<file path="src/rtl/sipo_deserializer_if.sv">
// Serial-in and parallel-out handshake bundle for sipo_deserializer.
// The slave modport is the deserializer's view of the bundle; the master modport is the link/consumer side.
interface sipo_deserializer_if #(
    parameter int WIDTH = 8
);
    logic             sin_valid;
    logic             sin_data;
    logic             sin_sof;
    logic [WIDTH-1:0] par_data;
    logic             par_valid;
    logic             par_ready;

    modport slave (
        input  sin_valid,
        input  sin_data,
        input  sin_sof,
        input  par_ready,
        output par_data,
        output par_valid
    );

    modport master (
        output sin_valid,
        output sin_data,
        output sin_sof,
        output par_ready,
        input  par_data,
        input  par_valid
    );
endinterface

</file>
<file path="src/rtl/sipo_deserializer.sv">
// Serial-in/parallel-out deserializer: bit-valid qualified shift register, SOF realignment,
// single-entry holding register with valid/ready output, and sticky overrun/sync_err flags.
module sipo_deserializer #(
    parameter int WIDTH     = 8,
    parameter bit MSB_FIRST = 1'b1,
    localparam int CW       = $clog2(WIDTH)
) (
    input  logic          clk,
    input  logic          reset,
    sipo_deserializer_if.slave bus,
    output logic [CW-1:0] bit_cnt,
    output logic          overrun,
    output logic          sync_err,
    input  logic          clear_err
);
    localparam logic [CW-1:0] LAST = CW'(WIDTH - 1);

    logic [WIDTH-1:0] sr;
    logic [WIDTH-1:0] sr_base;
    logic [WIDTH-1:0] sr_shift;
    logic             complete;
    logic             load;
    logic             overrun_set;
    logic             sync_set;
    logic             consume;

    // An SOF bit starts a fresh word: shift it into an empty register so it lands as bit 0.
    always_comb begin
        sr_base = bus.sin_sof ? '0 : sr;
        if (MSB_FIRST)
            sr_shift = {sr_base[WIDTH-2:0], bus.sin_data};
        else
            sr_shift = {bus.sin_data, sr_base[WIDTH-1:1]};
    end

    always_comb begin
        consume     = bus.par_valid && bus.par_ready;
        complete    = bus.sin_valid && !bus.sin_sof && (bit_cnt == LAST);
        load        = complete && (!bus.par_valid || bus.par_ready);
        overrun_set = complete && bus.par_valid && !bus.par_ready;
        sync_set    = bus.sin_valid && bus.sin_sof && (bit_cnt != '0);
    end

    always_ff @(posedge clk or posedge reset) begin
        if (reset) begin
            sr      <= '0;
            bit_cnt <= '0;
        end else if (bus.sin_valid) begin
            sr <= sr_shift;
            if (bus.sin_sof)
                bit_cnt <= CW'(1);
            else if (complete)
                bit_cnt <= '0;
            else
                bit_cnt <= bit_cnt + 1'b1;
        end
    end

    always_ff @(posedge clk or posedge reset) begin
        if (reset) begin
            bus.par_data  <= '0;
            bus.par_valid <= 1'b0;
        end else if (load) begin
            bus.par_data  <= sr_shift;
            bus.par_valid <= 1'b1;
        end else if (consume) begin
            bus.par_valid <= 1'b0;
        end
    end

    // Set events take priority over a coincident clear.
    always_ff @(posedge clk or posedge reset) begin
        if (reset) begin
            overrun  <= 1'b0;
            sync_err <= 1'b0;
        end else begin
            overrun  <= overrun_set | (overrun  & ~clear_err);
            sync_err <= sync_set    | (sync_err & ~clear_err);
        end
    end
endmodule
</file>
<file path="src/flat_wrapper.sv">
// flat-port wrapper written by rule: the top's interface ports become plain ports
module sipo_deserializer_flat 
#(
    parameter int WIDTH     = 8,
    parameter bit MSB_FIRST = 1'b1,
    localparam int CW       = $clog2(WIDTH)
)
  (clk, reset, bit_cnt, overrun, sync_err, clear_err, bus_sin_valid, bus_sin_data, bus_sin_sof, bus_par_ready, bus_par_data, bus_par_valid);
  sipo_deserializer_if #(.WIDTH(WIDTH)) bus_i ();
  input  logic clk;
  input  logic reset;
  output logic [CW-1:0] bit_cnt;
  output logic overrun;
  output logic sync_err;
  input  logic clear_err;
  input wire logic [$bits(bus_i.sin_valid)-1:0] bus_sin_valid;
  input wire logic [$bits(bus_i.sin_data)-1:0] bus_sin_data;
  input wire logic [$bits(bus_i.sin_sof)-1:0] bus_sin_sof;
  input wire logic [$bits(bus_i.par_ready)-1:0] bus_par_ready;
  output wire logic [$bits(bus_i.par_data)-1:0] bus_par_data;
  output wire logic [$bits(bus_i.par_valid)-1:0] bus_par_valid;
  assign bus_i.sin_valid = bus_sin_valid;
  assign bus_i.sin_data = bus_sin_data;
  assign bus_i.sin_sof = bus_sin_sof;
  assign bus_i.par_ready = bus_par_ready;
  assign bus_par_data = bus_i.par_data;
  assign bus_par_valid = bus_i.par_valid;
  sipo_deserializer #(.WIDTH(WIDTH), .MSB_FIRST(MSB_FIRST)) u_core (.clk(clk), .reset(reset), .bus(bus_i), .bit_cnt(bit_cnt), .overrun(overrun), .sync_err(sync_err), .clear_err(clear_err));
endmodule
</file>
<file path="config.mk">
export PLATFORM = sky130hd
export DESIGN_NAME = sipo_deserializer_flat
export DESIGN_NICKNAME = d
export VERILOG_FILES = /design/src/rtl/sipo_deserializer_if.sv /design/src/rtl/sipo_deserializer.sv /design/src/flat_wrapper.sv
export SDC_FILE = /design/constraint.sdc
export NUM_CORES = 1
export LEC_CHECK = 0
export ABC_AREA = 0
export BUFFER_PORTS_ARGS = -buffer_cell sky130_fd_sc_hd__buf_4
export CORE_MARGIN = 4
export CORE_UTILIZATION = 50
export CTS_CLUSTER_DIAMETER = 200
export DETAILED_ROUTE_END_ITERATION = 8
export PLACE_DENSITY = 0.72
export SLEW_MARGIN = 20
export SYNTH_ARGS = -nofsm -noshare
export SYNTH_HDL_FRONTEND = slang
export SYNTH_SLANG_ARGS = --single-unit
</file>
<file path="constraint.sdc">
create_clock -name clk -period 1.7 [get_ports clk]
set_input_delay 0.17 -clock clk [delete_from_list [all_inputs] [get_ports clk]]
set_output_delay 0.17 -clock clk [all_outputs]
set_load 0.01 [all_outputs]
</file>
==> results, run 1 <==
- The flow ran to the end, and the final reports show no timing, DRC or antenna violations.
- The number of antenna violations at the first check in global routing is 0.
- Sequential cells account for between 50% and 60% of the total power.
- Each instance of the synthesized netlist takes up on average ~13 sq um.
- The capturing element type of the critical path is a flip-flop.
- The placed instances occupy a cell area of ~1100 sq um.
- The growth of design area from synthesis to finish is 29.3%.
- Once the floorplan was initialized, standard cells occupied 52.4% of the core.
- Of the total power, the clock network draws around 25%.
- The power after layout is 0.950 mW.
- The total clock buffers created by CTS is 3.
- The worst hold path depth is 2.
- The clock tree from TritonCTS is built.
- For this run, the share of the core covered by cells in the final layout is 67.8%.
- Setup repair after global routing left no endpoint under its margin.
- For the worst-skew pair, the clock arrives at the later sink with an insertion delay of around 300 ps.
- The cell at the root of the clock tree is clkbuf_4.
- The clock slew seen by the registers of the worst setup and hold paths is around 110 ps.
- The internal power of the cells totals roughly 0.71 mW.
- The repair_antennas step left the layout with diodes totalling 0.
- The final net count is 110.
- CTS built an H-tree with a depth of 1.
- For this run, the register share of the synthesized area comes to around 58%.
- Ranked by total cell area, the synthesized netlist is headed by dfrtp_1, mux2_1, mux2_2.
- Across all setup checks in the final design, the least slack found is 124 ps.
- The number of max-slew violations in the final report is 0.
- The post-place setup slack is -181 ps.
- The class of the worst hold path is input pin to flip-flop.
- The register-to-register setup slack is approximately 120 ps.
- Summed over all cells, the static leakage comes to ~0.64 nW.
- Walking the worst path, the cells encountered are ha_1, ha_1, nand3b_1, nor2b_4, mux2_1.
- The via total after detailed routing is a little under 600.
- The number of cells on the worst reg-to-reg path is 5.
- The number of buffers added on ports is 20.
- The worst path uses between 90% and 100% of the clock period.
- Once the clock tree was built, the setup fixing pass inserted 0 buffers.
- The routed length per placed instance is roughly 12 um.
- The analysis attributes to net switching a power of 0.235 mW.
- The number of vias per cell is approximately 4.7.
- The share of Yosys cell area claimed by the top area cell type is between 50% and 60%.
- For the worst setup path, the data arrival time is between 1500 and 2000 ps.
- The number of hold-slack violations in the final timing report is 0.
- The chip height is around 51 um.
- Synthesis produced a netlist whose cell count is between 60 and 70.
- In this run the remaining antenna-violating nets after routing total 0.
- The number of design rule violations left after detail routing is 0.
- For this design the ratio of total power to cell area is between 800 and 900 nW/um^2.
- Summed over all nets, the half-perimeter wirelength after detailed placement is roughly 1.2 mm.
- Setup violations remaining at the end of the flow were counted as 0.
- After the first detailed-routing iteration, the DRC count stood at 2.
- The distinct cell type count after synthesis is 16.
- Counting I/O delays and the setup requirement, the final critical path takes between 1500 and 2000 ps.
- The die extent in x is 50.5 um.
- The clock passes through at most 2 buffers.
- Across the VDD grid, the largest voltage drop is 531 uV.
- Counting every sink on the clock net gives 21.
- Summed over all layers, the routed wires come to 1.55 mm.
- The post-route netlist has slightly above 40% of its cells at a drive strength greater than 1.
- Synthesis inferred 21 register bits.
- The first-pass GRT wire length is between 2 and 3 mm.
- The slew at the pin closest to its max-slew limit is between 200 and 300 ps.
- The number of warning messages in the yosys log is 0.
- The maximum single-stage delay on the critical path is 380 ps.
- The data required time of the critical path is 1890 ps.
- The area of the core is roughly 1700 sq um.
- The most common library cell in the layout ignoring fill and taps is buf_4.
- The cell area that synthesis handed to floorplanning was about 900 sq um.
- The tool flagged a number of max-cap violations equal to 0.
- The pin count of the biggest net entering global routing is 22.
- The global-route congestion overflow total is 0.
- The total iterations of the first detailed-routing run is 4.
- Row generation in the floorplan step produced 15 rows.
- The largest fanout on the critical path is 8.
- The library cells used most frequently in the layout, excluding fill and tap cells, are buf_4, dfrtp_1, mux2_1, mux2_2, nor2b_1.
- Counting stages on the worst path, the most repeated cell is ha_1.
- The clock skew is around 3.8 ps.
- The die covers roughly 2600 sq um.
- In this run the tightest slew margin relative to its limit is 82.8%.
- The via count of the first global-routing pass is roughly 630.
- During I/O placement, the number of pins put on the boundary was 21.
- For this design, the slowest cell found on the critical path is dfrtp_1.
- At the end of routability-driven placement, the weighted congestion stood at approximately 0.67.
- STA classifies the critical path startpoint as a flip-flop.
- The number of nets produced by synthesis is 79.
- The setup path with the least slack is of type flip-flop to flip-flop.
- The switching power share of the total is approximately a quarter.
- Across every metal layer, demand over resource in global routing totals 15.0%.
- The upper clock frequency limit is between 600 and 700 MHz.
- The finished cells cover ~1200 sq um.
- The cell taking the most area after synthesis is dfrtp_1.
- Of the total power, combinational logic draws about 18%.
==> power groups by stage <==
stage / clock (mW) / combinational [mW] / sequential [mW]
after floorplan: 0 / 0.0694 / 0.572
after global placement: 0 / 0.166 / 0.559
after detailed placement: 0 / 0.169 / 0.560
after CTS: 0.242 / 0.171 / 0.551
after global routing: 0.267 / 0.189 / 0.555
final: 0.232 / 0.168 / 0.550
==> per-stage QoR <==
stage / hold WS, ps / TNS, ps / instances
3_3_place_gp: 218 / -834 / 119
4_1_cts: 48.1 / 0 / 124
5_1_grt: 43.3 / 0 / 124
3_5_place_dp: 224 / -1230 / 119
2_1_floorplan: 147 / 0 / 69
6_report: 54.6 / 0 / 124
==> flip-flops by register name, summed over array words and instances (netlist names) <==
register	cells
u_core.bit_cnt	3
u_core.sync_err	1
u_core.overrun	1
u_core.sr	7
u_core.bus.par_valid	1
u_core.bus.par_data	8
==> layer usage <==
metal	GRT usage [%]	wire, um	vias to the layer above
met2	23.0	730	16
met4	6.73	0	0
met1	19.8	720	278
met5	0	0	-
li1	-	-	289
met3	4.15	96	0
==> cell families (layout without fill, tap and decap cells) <==
family / count (synthesis) / in the layout / synth area share (%)
and+or+nand+nor: 14 / 14 / 9.13
adders and majority gates: 3 / 3 / 4.15
DFF: 21 / 21 / 58.1
AOI/OAI and AO/OA: 6 / 6 / 3.87
muxes: 16 / 16 / 19.9
buffers and inverters: 9 / 39 / 4.84
==> synth_stat cells <==
master,n
dfrtp_1,21
nand2_1,2
nor3b_1,1
buf_2,2
mux2_1,8
nor2_1,1
ha_1,3
o22ai_1,2
buf_6,1
nor2b_1,8
mux2_2,8
o21ai_0,3
nand3b_1,1
o211ai_1,1
inv_1,6
nand2b_1,1
==> critical path, delay by kind of cell, from the launching register on <==
kind	cells	cell delay [ps]
simple gates	2	420
flops	1	380
mux	1	370
fa+ha+maj	2	310
==> cell type report <==
cell class	count	area, sq um
inverter	6	22.5
sequential	21	526
timing repair buffer	29	220
multi-input combinational	39	343
clock inverter	1	5.00
clock buffer	3	22.5
fill	147	557
tap	25	31.3
==> worst paths after layout <==
path	start	to
max	u_core.bit_cnt[1]	u_core.bus.par_data[7]
min	clear_err	u_core.overrun
max reg2reg	u_core.bit_cnt[1]	u_core.bus.par_data[7]
min reg2reg	u_core.bus.par_data[6]	u_core.bus.par_data[6]
max in group asynchronous	reset	u_core.bus.par_valid
min in group asynchronous	reset	u_core.sr[1]
==> what timing repair did <==
action | CTS | global route
hold buffers | 1 | 0
gates resized for setup | 1 | 1
endpoints found under the setup margin | 8 | 8
hold endpoints to repair | 21 | 0
No activity file was read; power rests on OpenSTA's default activity.
==> run 2: changes to the inputs <==
Settings changed: BUFFER_PORTS_ARGS -buffer_cell sky130_fd_sc_hd__buf_4 to default, DONT_BUFFER_PORTS from default to 1, PLACE_DENSITY 0.72 to 0.62.
==> run 2 against run 1 <==
Combinational power shrank 32%. Sequential power grew 1%. Non-clock buffer count shrank 18. Worst hold slack lost 32 ps. Cell count shrank 15%. Clock power is essentially flat. First-iteration DRC count grew to 3.0 times the previous value. Count of clock-buffer cells in the layout grew 1. Clock skew grew 3.1 ps. Critical endpoint is now u_core.bus.par_data[5]. Largest cell class unchanged.
==> results, run 2 (synthesized netlist as in run 1, its figures left out) <==
- Setup repair after global routing left no endpoint under its margin.
- The arrival time of data at the critical path endpoint is 1770 ps (about the same).
- The number of hold-slack violations in the final timing report is 0 (unchanged).
- The total iterations of the first detailed-routing run was 4 (unchanged).
- The number of DRC violations after detailed-routing iteration 0 is 6 (+4).
- The slew at the pin closest to its max-slew limit is 259 ps (+2.44 ps).
- STA classifies the critical path startpoint as a flip-flop.
- The tightest min-delay check is of the input pin to flip-flop type.
- The number of violations of the max-capacitance limit is 0 (unchanged).
- The pin count of the biggest net entering global routing is 22 (unchanged).
- The cell at the root of the clock tree is clkbuf_4.
- Among the stages of the critical path, the cell type that occurs most often is ha_1.
- The sequential group share of total power is 61.9% (+4.0 points).
- The buffer levels on the longest clock path is 2 (unchanged).
- The internal power consumption was 0.686 mW (-4.1%).
- The overall routing resource usage is 14.3% (-0.71 points).
- The final cycle utilization of the critical path is 92.8% (about the same).
- The net switching power was 0.215 mW (-8.4%).
- The flow ran to the end, and the final reports show no timing, DRC or antenna violations.
- The flip-flop count of the largest register, all copies and words added is 8 (unchanged).
- The part of the power in combinational logic is 12.7% (-4.9 points).
- The leakage power summed over all cells is 0.532 nW (-16%).
- The worst setup path is of the flip-flop to flip-flop kind.
- The antenna violation net count after detailed routing was 0 (unchanged).
- In the final layout, the registers with the most flip-flops are u_core.bus.par_data: 8 flops, u_core.sr: 7 flops, u_core.bit_cnt: 3 flops.
- The via count of the first global-routing pass came to 608 (-3.2%).
- The share of final-layout standard cells stronger than drive strength 1 is 22.2% (-19 points).
- The effective utilization at floorplan is 52.4% (unchanged).
- The maximum single-stage delay on the critical path is 400 ps (+20 ps).
- The number of H-tree levels is 1 (unchanged).
- The worst hold path depth is 2 (unchanged).
- The final setup violation count is 0 (unchanged).
- The later-pin clock latency in the skew report was 290 ps (about the same).
- The die extent in x came to 50.5 um (unchanged).
- The total clock buffers created by CTS is 3 (unchanged).
- The number of placed I/O pins is 21 (unchanged).
- The final wirelength is 1.52 mm (-2.1%).
- The number of sinks handled by clock tree synthesis is 21 (unchanged).
- The routed length per placed instance came to 14.3 um (+15%).
- In the layout the commonest cells are dfrtp_1, mux2_1, mux2_2, nor2b_1.
- The clock tree from TritonCTS is built.
- The number of max-slew violations in the final report is 0 (unchanged).
- The final net count was 92 (-16%).
- The full die area is 2550 sq um (unchanged).
- The clock skew is 6.87 ps (+3.08 ps).
- Compared with the post-synthesis result, the final layout area differs by 14.8%.
- The largest fanout on the critical path is 5 (-3).
- The clock slew seen by the registers of the worst setup and hold paths is 110 ps (about the same).
- The first-pass GRT wire length is 2.66 mm (-6.3%).
- The area of the core is 1730 sq um (unchanged).
- The via total after detailed routing is 548 (-6.0%).
- The clock group share of total power is 25.5% (+1.0 points).
- The number of cells on the worst reg-to-reg path came to 6 (+1).
- The final core utilization is 60.1% (-7.6 points).
- The number of placement rows was 15 (unchanged).
- The worst setup path is captured at a flip-flop.
- The total negative slack for setup checks is 0 ps (unchanged).
- The switching power share of the total came to 23.9% (-0.84 points).
- The number of antenna violations at the first check in global routing is 0 (unchanged).
- The antenna diode count is 0 (unchanged).
- The chip height came to 50.5 um (unchanged).
- Walking the worst path, the cells encountered are ha_1, ha_1, nand3b_1, nor2b_2, buf_4, mux2_1.
- The half-perimeter wire length after placement is 1.12 mm (-3.4%).
- The number of buffers added on ports is 0 (-100%).
- The number of vias per cell is 5.17 (+10%).
- The global-route congestion overflow total is 0 (unchanged).
- The worst-path cell with the longest stage delay is dfrtp_1.
- The number of design rule violations left after detail routing is 0 (unchanged).
- The power density over cell area is 868 nW/um^2 (+6.9%).
- The largest register by flop count is u_core.bus.par_data.
- The final weighted congestion of routability-driven global placement came to 0.820 (+22%).
- The peak supply drop is 588 uV (+11%).
- The data required time of the critical path was 1890 ps (about the same).
- The upper clock frequency limit is 634 MHz (about the same).
- The worst slew margin relative to its limit is 82.7% (-0.13 points).
- The clock period minus worst slack is 1580 ps (+1.33 ps).
- The library cell used most frequently in the layout, excluding fill and tap cells, is dfrtp_1.
## run 2: changes by cell type in the layout (fill, tap and decap cells not counted), sizes merged
cell         previous run  this run
buf                    28         6
dlygate4sd3             1         5
clkbuf                  3         4
clkinv                  1         0
## run 2: worst paths after layout
kind | startpoint | end | slack, ps
worst max-delay path | u_core.bit_cnt[0] | u_core.bus.par_data[5] | 120
worst min-delay path | bus_sin_valid | u_core.bit_cnt[1] | 20
worst max register to register | u_core.bit_cnt[0] | u_core.bus.par_data[5] | 120
worst min register to register | u_core.sr[0] | u_core.sr[0] | 510
max in group asynchronous | reset | u_core.overrun | 1160
min in group asynchronous | reset | u_core.sr[2] | 330
## run 2: layout make-up
| type | instances | area, sq um |
|---|---|---|
| inverter | 6 | 22.5 |
| timing repair buffer | 11 | 95.1 |
| fill | 153 | 688 |
| sequential | 21 | 526 |
| clock buffer | 4 | 26.3 |
| tap | 25 | 31.3 |
| multi-input combinational | 39 | 338 |
## run 2: repair_timing
item	in CTS	in global routing
buffers inserted	0	0
endpoints found under the hold margin	26	0
hold buffers	5	0
resized for setup	0	1
setup endpoints to repair	0	6
## run 2: critical path, delay by kind of cell (launching register included)
kind / cells / cell delay (ps)
adder cells (fa/ha/maj): 2 / 400
AND/OR/NAND/NOR: 2 / 210
multiplexers: 1 / 300
buffers and inverters: 1 / 160
flip-flops: 1 / 400
## run 2: metrics by stage
step | power (mW) | cells | worst slack (ps) | hold slack (ps) | cell area (sq um)
2_1_floorplan | 0.641 | 69 | 138 | 147 | 905
3_3_place_gp | 0.669 | 97 | 154 | 105 | 960
3_5_place_dp | 0.674 | 97 | 111 | 112 | 960
4_1_cts | 0.916 | 106 | 93.1 | 8.60 | 1040
5_1_grt | 0.957 | 106 | 21.2 | 2.74 | 1040
6_report | 0.901 | 106 | 123 | 22.2 | 1040
## run 2: power by group through the flow
stage	Clock, mW	Combinational [mW]	Sequential (mW)
floorplan	0	0.0694	0.572
global placement	0	0.103	0.567
detailed placement	0	0.106	0.568
CTS	0.242	0.116	0.558
global route	0.264	0.132	0.561
finish	0.229	0.114	0.557
## run 2: per-layer routing
metal / share of wire [%] / track usage (%)
met5: 0 / 0
met4: 0.46 / 8.97
met3: 7.7 / 4.75
met2: 47 / 21.3
met1: 45 / 17.8
